$ cat src/rtl/shift_ctr_multi_if.sv
// Control/status bundle for shift_ctr_multi: step controls and load value in,
// counter state and one-cycle status pulses out.
interface shift_ctr_multi_if #(
    parameter int WIDTH = 4
);
    logic             en;
    logic             dir;
    logic             mode;
    logic             load;
    logic [WIDTH-1:0] load_val;
    logic [WIDTH-1:0] out;
    logic             wrap;
    logic             err;

    modport master (
        output en, dir, mode, load, load_val,
        input  out, wrap, err
    );

    modport slave (
        input  en, dir, mode, load, load_val,
        output out, wrap, err
    );
endinterface

$ cat src/rtl/shift_ctr_multi.sv
// WIDTH-bit shift counter with runtime ring/Johnson selection, direction, load,
// illegal-state correction back to HOME, and registered wrap/err pulses.
module shift_ctr_multi #(
    parameter int WIDTH = 4
) (
    input  logic              clk,
    input  logic              rst,
    shift_ctr_multi_if.slave  bus
);

    typedef enum logic {
        MODE_RING    = 1'b0,
        MODE_JOHNSON = 1'b1
    } mode_e;

    localparam int              CW   = $clog2(WIDTH + 1);
    localparam logic [WIDTH-1:0] HOME = {{(WIDTH-1){1'b0}}, 1'b1};

    logic [WIDTH-1:0] out_q, out_d;
    logic             wrap_q, wrap_d;
    logic             err_q, err_d;

    logic [CW-1:0]    ones;
    logic [CW-1:0]    trans;
    logic             state_legal;
    logic [WIDTH-1:0] shifted;
    mode_e            mode;

    assign mode = mode_e'(bus.mode);

    // Ring needs exactly one set bit; Johnson allows at most one adjacent-bit change.
    always_comb begin
        ones  = '0;
        trans = '0;
        for (int i = 0; i < WIDTH; i++) begin
            ones = ones + CW'(out_q[i]);
        end
        for (int i = 1; i < WIDTH; i++) begin
            trans = trans + CW'(out_q[i] ^ out_q[i-1]);
        end
        state_legal = (mode == MODE_RING) ? (ones == CW'(1)) : (trans <= CW'(1));
    end

    always_comb begin
        shifted = out_q;
        unique case ({mode, bus.dir})
            {MODE_RING,    1'b0}: shifted = {out_q[WIDTH-2:0], out_q[WIDTH-1]};
            {MODE_RING,    1'b1}: shifted = {out_q[0], out_q[WIDTH-1:1]};
            {MODE_JOHNSON, 1'b0}: shifted = {out_q[WIDTH-2:0], ~out_q[WIDTH-1]};
            {MODE_JOHNSON, 1'b1}: shifted = {~out_q[0], out_q[WIDTH-1:1]};
            default:              shifted = out_q;
        endcase
    end

    // NOTE: every signal driven here gets a default first so no path infers a latch.
    always_comb begin
        out_d  = out_q;
        wrap_d = 1'b0;
        err_d  = 1'b0;
        if (bus.load) begin
            out_d = bus.load_val;
        end else if (bus.en) begin
            if (!state_legal) begin
                out_d = HOME;
                err_d = 1'b1;
            end else begin
                out_d  = shifted;
                wrap_d = (shifted == HOME);
            end
        end
    end

    // NOTE: state registers use non-blocking assignment so all flops update together.
    always_ff @(posedge clk) begin
        if (rst) begin
            out_q  <= HOME;
            wrap_q <= 1'b0;
            err_q  <= 1'b0;
        end else begin
            out_q  <= out_d;
            wrap_q <= wrap_d;
            err_q  <= err_d;
        end
    end

    assign bus.out  = out_q;
    assign bus.wrap = wrap_q;
    assign bus.err  = err_q;

endmodule

$ cat src/flat_wrapper.sv
// flat-port wrapper written by rule: the top's interface ports become plain ports
module shift_ctr_multi_flat 
#(
    parameter int WIDTH = 4
)
  (clk, rst, bus_en, bus_dir, bus_mode, bus_load, bus_load_val, bus_out, bus_wrap, bus_err);
  shift_ctr_multi_if #(.WIDTH(WIDTH)) bus_i ();
  input  logic clk;
  input  logic rst;
  input wire logic [$bits(bus_i.en)-1:0] bus_en;
  input wire logic [$bits(bus_i.dir)-1:0] bus_dir;
  input wire logic [$bits(bus_i.mode)-1:0] bus_mode;
  input wire logic [$bits(bus_i.load)-1:0] bus_load;
  input wire logic [$bits(bus_i.load_val)-1:0] bus_load_val;
  output wire logic [$bits(bus_i.out)-1:0] bus_out;
  output wire logic [$bits(bus_i.wrap)-1:0] bus_wrap;
  output wire logic [$bits(bus_i.err)-1:0] bus_err;
  assign bus_i.en = bus_en;
  assign bus_i.dir = bus_dir;
  assign bus_i.mode = bus_mode;
  assign bus_i.load = bus_load;
  assign bus_i.load_val = bus_load_val;
  assign bus_out = bus_i.out;
  assign bus_wrap = bus_i.wrap;
  assign bus_err = bus_i.err;
  shift_ctr_multi #(.WIDTH(WIDTH)) u_core (.clk(clk), .rst(rst), .bus(bus_i));
endmodule
$ cat config.mk
export PLATFORM = sky130hd
export DESIGN_NAME = shift_ctr_multi_flat
export DESIGN_NICKNAME = d
export VERILOG_FILES = /design/src/rtl/shift_ctr_multi_if.sv /design/src/rtl/shift_ctr_multi.sv /design/src/flat_wrapper.sv
export SDC_FILE = /design/constraint.sdc
export NUM_CORES = 1
export LEC_CHECK = 0
export ABC_AREA = 1
export CORE_MARGIN = 3
export CORE_UTILIZATION = 30
export CTS_CLUSTER_DIAMETER = 80
export DETAILED_ROUTE_END_ITERATION = 10
export HOLD_SLACK_MARGIN = 0.1
export MAX_ROUTING_LAYER = met4
export SETUP_SLACK_MARGIN = 0.05
export SLEW_MARGIN = 20
export SYNTH_ARGS = -nofsm -noshare
export SYNTH_HDL_FRONTEND = slang
export SYNTH_SLANG_ARGS = --single-unit
$ cat constraint.sdc
create_clock -name clk -period 2.5 [get_ports clk]
set_clock_uncertainty 0.1 [all_clocks]
set_input_delay 0.25 -clock clk [delete_from_list [all_inputs] [get_ports clk]]
set_output_delay 0.25 -clock clk [all_outputs]
set_load 0.01 [all_outputs]
==> Word-level counts from Yosys, hierarchy flattened <==
Index checks and enable logic that the tools add are counted.
{ "totals": {"output_inout_bits": 6, "register_bits": 6, "in_bits": 10} }
{ "op_classes": {"bitwise": 7, "mux": 6, "add_sub_neg": 5, "order_cmp": 1, "n_reduce_logical": 4, "n_eq_ne": 5} }
{ "op_table": {"columns": ["operator", "count"], "rows": [
  ["case mux 4 bit (4 select lines)", 1],
  ["two-way mux 4 bit", 3],
  ["adder 3 x 1 -> 3 bit", 2],
  ["adder 3 bit", 2],
  ["== test 2 bit, second input constant", 2],
  ["== test 4 x 1 -> 1 bit, second input constant", 1],
  ["NOT 1 bit", 4],
  ["OR reduction 4 bit", 1],
  ["== test 3 x 1 -> 1 bit, second input constant", 1],
  ["less-or-equal comparator 3 x 1 -> 1 bit, second input constant", 1],
  ["OR reduction 3 bit", 1],
  ["bitwise XOR 1 bit", 3],
  ["adder 1 x 1 -> 2 bit", 1],
  ["== test 2 x 1 -> 1 bit, second input constant", 1],
  ["logical NOT 2 bit", 1],
  ["two-way mux 1 bit", 2],
  ["nonzero test 2 bit", 1]
]} }

==> Longest topological paths before layout <==
Gate-level depths: netlist (run 1).
{ "depth": {"ltp_word": 8, "depth_mapped": 10, "depth_no_buf": 10} }

==> Worst setup path before layout (run 1) <==
No wires, ideal clock.
{ "synth_path": {"path_type": "flip-flop to flip-flop", "start": "register u_core.out_q[1], in the netlist u_core.bus.out[1]", "end": "register u_core.out_q[3], in the netlist u_core.bus.out[3]", "setup_ns": 0.062, "path_buffers": 0, "stages_incl_launch_ff": 11, "arrival_time_ns": 1.830, "required_time_ns": 2.338, "setup_slack_ns": 0.508, "period_less_slack_ns": 1.992, "path_cell_list": "dfxtp_1 > ha_1 > fa_1 > ha_1 > nor2_1 > nand2_1 > nand2_2 > nand2_1 > nor2_1 > nor2_1 > nor2_2"} }
{ "synth_via": {"elab_chain_len": 8, "elab_cells_between_ends": 13, "cone_classes": "add/sub (5); order compare (1); eq/ne (1); mux (4); bitwise (2)"} }
{ "synth_lines": {"columns": ["element", "line_no", "text"], "rows": [
  ["start, declared", "shift_ctr_multi.sv:19", "logic [WIDTH-1:0] out_q, out_d;"],
  ["start signal, assigned", "shift_ctr_multi.sv:80", "out_q <= out_d;"],
  ["bitwise XOR 1 bit / adder 1 x 1 -> 2 bit (equally long branches)", "shift_ctr_multi.sv:39, shift_ctr_multi.sv:36", null],
  ["adder 3 bit / adder 3 x 1 -> 3 bit (equally long branches) (2 in a row)", "shift_ctr_multi.sv:39, shift_ctr_multi.sv:36", null],
  ["less-or-equal comparator 3 x 1 -> 1 bit / == test 3 x 1 -> 1 bit (equally long branches)", "shift_ctr_multi.sv:41", "state_legal = (mode == MODE_RING) ? (ones == CW'(1)) : (trans <= CW'(1));"],
  ["two-way mux 1 bit (*)", "shift_ctr_multi.sv:41", null],
  ["two-way mux 4 bit (*)", "shift_ctr_multi.sv:63", "if (!state_legal) begin"],
  ["two-way mux 4 bit (*)", "shift_ctr_multi.sv:62", "end else if (bus.en) begin"],
  ["two-way mux 4 bit (*)", "shift_ctr_multi.sv:60", "if (bus.load) begin"]
]} }
Every way passes the cells marked *; elsewhere a longest branch is shown, timed or not. The select of a mux whose other input is x is not followed.
A chain may end at the register's enable or synchronous reset.

==> Final worst setup path (run 1) <==
{ "layout_path": {"start": "register u_core.out_q[0], in the netlist u_core.bus.out[0]", "end": "register u_core.out_q[3], in the netlist u_core.bus.out[3]"} }
{ "layout_via": {"elab_chain_len": 8, "elab_cells_between_ends": 14, "cone_classes": "add/sub (5); order compare (1); eq/ne (1); mux (5); bitwise (2)"} }
{ "layout_lines": {"columns": ["element", "line_no"], "rows": [
  ["bitwise XOR 1 bit / adder 1 x 1 -> 2 bit (equally long branches)", "shift_ctr_multi.sv:39, shift_ctr_multi.sv:36"],
  ["adder 3 bit / adder 3 x 1 -> 3 bit (equally long branches) (2 in a row)", "shift_ctr_multi.sv:39, shift_ctr_multi.sv:36"],
  ["less-or-equal comparator 3 x 1 -> 1 bit / == test 3 x 1 -> 1 bit (equally long branches)", "shift_ctr_multi.sv:41"],
  ["two-way mux 1 bit", "shift_ctr_multi.sv:41"],
  ["two-way mux 4 bit (*)", "shift_ctr_multi.sv:63"],
  ["two-way mux 4 bit (*)", "shift_ctr_multi.sv:62"],
  ["two-way mux 4 bit (*)", "shift_ctr_multi.sv:60"]
]} }
Marked as above.

==> results.md, run 1 <==
* Status: complete, no violations
* CTS clk-pin slew, worst paths at 0.05 ns
* Syn. warnings at 0
* CTS sink cnt at 6
* Fmax at 490 MHz
* Final hold viol count at 0
* Final Cycle Share at 81.7%
* Post-synth cell types at 20
* Reg area at 120 sq um
* DRT Pass-1 Iters at 4
* Post-Route WL at 992 microns
* First-pass GRT wire length at 1650 microns
* Ratio of cells with drive above 1 in the final layout at 11.8%
* Ports at 16
* CP peak stage delay at 0.41 ns
* Multi-input logic area at 292 sq um
* Layout Utilization at 47.7%
* Port Buffers at 15
* Buf/Inv on CP at 0
* Most frequent cells after synthesis: nand2_1, nor2_1, inv_1, dfxtp_1, nand3_1
* Top post-synthesis cells by area: dfxtp_1, nand2_1, ha_1
* Hold buffers post-CTS at 0
* Synth Register Bits at 6
* Count leader, synth: nand2_1
* Worst path most repeated cell: nor2_1
* GRT Total Usage at 12.1%
* Via count at 462
* Number of synthesized flops with an enable pin at 0
* Max H-tree Level at 1
* Clk_lat worst skew at 0.24 ns
* Mapped Avg Cell Area at 6.75 sq um
* Max-slew violations at 0
* Post-Synthesis Cell Area at 445 sq um
* Initial Util at 33.0%
* Synth async-reset ratio at 0%
* Peak VDD IR at 263 uV
* Die footprint at 0.00198 sq mm
* Syn Nets at 80
* Min Hold Slack at 0.497 ns
* Register area share after synthesis at 27.0%
* Synth Flop Type: dfxtp_1
* Max Root-Sink Buffers at 2
* Leakage at 0.301 nW
* Cell family with the largest share of critical-path delay: adder cells
* Setup violators final at 0
* Min-Delay Path Class: reg -> reg
* Final HPWL DP at 791 microns
* Row count at 13
* Grt total ovfl at 0
* Post-layout min period at 2.04 ns
* Critical path's slowest cell: dfxtp_1
* DR WL/cell at 9.92 microns
* Largest net degree at the start of global routing at 8
* Synth top area share at 27.0%
* Max-cap violations at 0
* Starting DRT DRC Count at 8
* Max Fanout on Critical Path at 6
* Synthesized instance count at 66
* Critical path, cell by cell: ha_1, fa_1, ha_1, nor2_1, nand2_1, nand2_2, nand2_1, nor2_1, nor2_1, nor2_2
* Root buffer cell: clkbuf_4
* Vias/cell at 4.62
* Crit. End Element: flip-flop
* Detail Route Antenna Nets at 0
* Critical Path Start Type: flip-flop
* DRC at 0
* Fillers at 148
* Vias in the first global route at 395
* Rel. slew slack at 77.9%
* Routability Congestion at 0.784
* Cts bufs inserted at 3
* Synthesis-to-finish area growth at 44.7%
* Pwr Density at 460 mW/mm^2
* Core box area at 0.00135 sq mm
* Initial antenna violation count at 0
* CTS tree: yes
* Diodes inserted at 0
* Critical path arrival at 2.13 ns
* Die Ht at 44.5 microns
* Fin Setup TNS at 0 ns
* Actual slew at the worst max-slew pin at 0.332 ns
* Post-CTS setup buffer count at 0
* Synth area leader: dfxtp_1
* Fin nets at 101
* Die X at 44.5 microns
* CTS resizes at 0
* RSZ-0062 raised after global routing: false
* Req. time, crit path at 2.59 ns
* WS Path Type: reg -> reg
## worst reg2reg max path: stages (launching register included)
cell and delay [ns]:
dfxtp_1 0.41, ha_1 0.30, fa_1 0.37, ha_1 0.28, nor2_1 0.10, nand2_1 0.07, nand2_2 0.11, nand2_1 0.06
nor2_1 0.08, nor2_1 0.05, nor2_2 0.06
## layout make-up
cell class / count / share of cell area (%)
clock buffers: 3 / 3.50
repair buffers: 16 / 24.5
well taps: 15 / 2.91
inverters: 9 / 5.24
multi-input cells: 51 / 45.2
flip-flops and latches: 6 / 18.6
## metal layers
metal  global-route usage (%)  share of wire (%)
met5                        -                  0
met1                     14.9                 48
met2                     17.2                 42
met3                     6.10                9.7
met4                     3.61                  0
## power breakdown
part           switching, mW  total, mW  internal, mW
Sequential           0.00800      0.110         0.102
Combinational         0.0497     0.0984        0.0488
Clock                 0.0341     0.0883        0.0542
Total                 0.0917      0.296         0.205
## registers in the layout, summed over array words and instances (netlist names)
signal           flops
u_core.bus.out       4
u_core.bus.wrap      1
u_core.bus.err       1
## cell families after synthesis
logic type,synth area share (%)
flip-flops,27.0
buffers and inverters,7.59
adder cells (fa/ha/maj),12.9
AND/OR/NAND/NOR,36.8
AO/OA/AOI/OAI,9.83
XOR/XNOR,5.90
## metrics by stage
stage	power [mW]	cells	setup WS [ns]	cell area [sq um]
after floorplan	0.167	66	0.508	445
after global routing	0.320	100	0.328	644
after CTS	0.302	100	0.450	644
after global placement	0.209	97	0.472	622
final	0.296	100	0.457	644
after detailed placement	0.210	97	0.474	622
## layout by cell type (no fill, tap or decap), types with 2 or more instances in the layout
cell	n
nand2_1	18
inv_1	7
nor2_1	8
xor2_1	2
clkdlybuf4s50_1	15
nor2_2	2
nand3_1	5
clkbuf_4	3
ha_1	3
a21oi_1	2
a22oi_1	2
dfxtp_1	6
inv_2	2
## path summary, 6_finish.rpt
kind | from | endpoint | slack [ns] | cells past startpoint
max | u_core.bus.out[0] | u_core.bus.out[3] | 0.46 | 10
min | u_core.bus.out[0] | u_core.bus.out[0] | 0.50 | 2
max reg2reg | u_core.bus.out[0] | u_core.bus.out[3] | 0.46 | 10
min reg2reg | u_core.bus.out[0] | u_core.bus.out[0] | 0.50 | 2
Note: power is estimated with default switching activity, not from simulation.
==> run 2: changes to the inputs <==
Clock period 2.5 ns to 1.8 ns, I/O delays scaled along.
==> run 2 against run 1 <==
The flow now finishes with violations (setup timing). Maximum frequency up 7.4%. Total power up 65%. Worst setup slack worse by 0.56 ns. Non-clock buffer count up 4. Register-to-register slack worse by 0.56 ns. Combinational power up 110%. Final cell count up 5.0%. First-iteration DRC count unchanged. Wire length up 27%. Sequential power up 35%. Critical endpoint unchanged. Via count up 10%. Worst hold slack worse by 0.020 ns.
==> results.md, run 2 (synthesized netlist as in run 1, its figures left out) <==
* Fillers at 130
* Initial antenna violation count at 0
* Pwr Density at 639 mW/mm^2
* Starting DRT DRC Count at 8
* WS Path Type: reg -> reg
* Cts bufs inserted at 3
* Worst setup margin at -0.101 ns
* Max-slew violations at 0
* Critical path arrival at 1.98 ns
* Peak VDD IR at 336 uV
* Commonest non-fill, non-tap cells in the layout: nand2_1, clkdlybuf4s50_1, inv_1, nor2_1
* Critical Path Start Type: flip-flop
* Core box area at 0.00135 sq mm
* DR WL/cell at 12.0 microns
* Final HPWL DP at 899 microns
* Max Fanout on Critical Path at 6
* Final Cycle Share at 106%
* Final Non-Filler Cells at 105
* Req. time, crit path at 1.88 ns
* Placed Cells at 101
* Die Ht at 44.5 microns
* R2R Path End: u_core.bus.out[3]
* Final hold viol count at 0
* Reg2Reg Depth at 10
* Hold Crit Start: bus_load_val[0]
* CTS clk-pin slew, worst paths at 0.05 ns
* RSZ-0062 raised after global routing: true
* Post-Route WL at 1260 microns
* Critical R2R Launch: u_core.bus.out[0]
* CTS tree: yes
* Routability Congestion at 0.777
* Port Buffers at 15
* Diodes inserted at 0
* Max H-tree Level at 1
* First-pass GRT wire length at 2040 microns
* Detail Route Antenna Nets at 0
* Row count at 13
* Leakage at 0.330 nW
* Post-layout min period at 1.90 ns
* Setup violators final at 5
* Die footprint at 0.00198 sq mm
* Rel. slew slack at 78.2%
* Critical path, cell by cell: ha_4, fa_2, inv_2, nor2_2, nand2_2, nand2_4, nand2_1, nor2_1, nor2_1, nor2_2
* Failing checks: setup timing
* Most common cell after layout, fill and taps aside: nand2_1
* Grt total ovfl at 0
* Largest net degree at the start of global routing at 7
* Status: finished, violations left
* Min Hold Slack at 0.476 ns
* Total power at 488 uW
* Fmax at 526 MHz
* Initial Util at 33.0%
* Vias in the first global route at 479
* DRC at 0
* Min-Delay Endpoint: u_core.bus.out[0]
* Post-Place Cell Area at 674 sq um
* Fin nets at 105
* Clk_lat worst skew at 0.25 ns
* Critical path's slowest cell: fa_2
* Fin Setup TNS at -0.274 ns
* GRT Total Usage at 14.6%
* Ratio of cells with drive above 1 in the final layout at 31.1%
* Root buffer cell: clkbuf_4
* Via count at 510
* Hold buffers post-CTS at 0
* FF-to-FF setup slack at -0.10 ns
* Synthesis-to-finish area growth at 71.3%
* Die X at 44.5 microns
* Min-Delay Path Class: in -> reg
* Post-CTS setup buffer count at 0
* Ports at 16
* CTS sink cnt at 6
* Max-cap violations at 0
* Largest register FFs at 4
* Actual slew at the worst max-slew pin at 0.323 ns
* Max Root-Sink Buffers at 2
* CP peak stage delay at 0.52 ns
* Crit. End Element: flip-flop
* Final Cell Area at 763 sq um
* Hold depth at 3
* DRT Pass-1 Iters at 4
* Vias/cell at 4.86
==> run 2: how the worst max path moves through the flow <==
stage	slack (ns)	to	startpoint	cells past startpoint
2_1_floorplan	0.0005	u_core.bus.out[3]	u_core.bus.out[0]	10
3_3_place_gp	-0.06	u_core.bus.out[3]	u_core.bus.out[0]	10
3_5_place_dp	-0.08	u_core.bus.out[3]	u_core.bus.out[0]	10
4_1_cts	-0.08	u_core.bus.out[3]	u_core.bus.out[0]	10
5_1_grt	-0.19	u_core.bus.out[3]	u_core.bus.out[0]	10
6_report	-0.10	u_core.bus.out[3]	u_core.bus.out[0]	10
==> run 2: cell type report <==
type,count,area [sq um],share of cell area [%]
clock buffer,4,26.3,3.44
inverter,9,33.8,4.43
multi-input combinational,51,365,47.9
sequential,6,128,16.7
tap,15,18.8,2.46
timing repair buffer,20,191,25.1
==> run 2: repair_timing <==
item / 4_1_cts / 5_1_grt
hold endpoints to repair: 0 / 0
resized for setup: 3 / 11
pin swaps: 3 / 4
setup endpoints to repair: 6 / 6
==> run 2: stage by stage <==
stage,setup WS (ns),utilization (%)
after floorplan,0.000477,-
final,-0.101,56.5
after CTS,-0.0812,53.5
after global routing,-0.191,56.5
after global placement,-0.0551,50.0
after detailed placement,-0.0841,50.0
==> run 2: where the power goes <==
| part | internal [mW] | total, mW | switching [mW] |
|---|---|---|---|
| Clock | 0.0841 | 0.135 | 0.0506 |
| Combinational | 0.101 | 0.204 | 0.102 |
| Sequential | 0.141 | 0.149 | 0.00844 |
==> run 2: critical path, delay by kind of cell, from the launching register on <==
kind / cells / cell delay, ns
adders and majority gates: 2 / 0.76
buffers and inverters: 1 / 0.04
DFF: 1 / 0.35
and+or+nand+nor: 7 / 0.59
==> run 2: per-layer routing <==
layer	global-route usage (%)	share of wire [%]	vias up
met5	-	0	-
met4	10.8	2.9	0
met3	2.85	7.5	5
met2	20.9	46	20
met1	17.7	44	226
li1	-	-	259
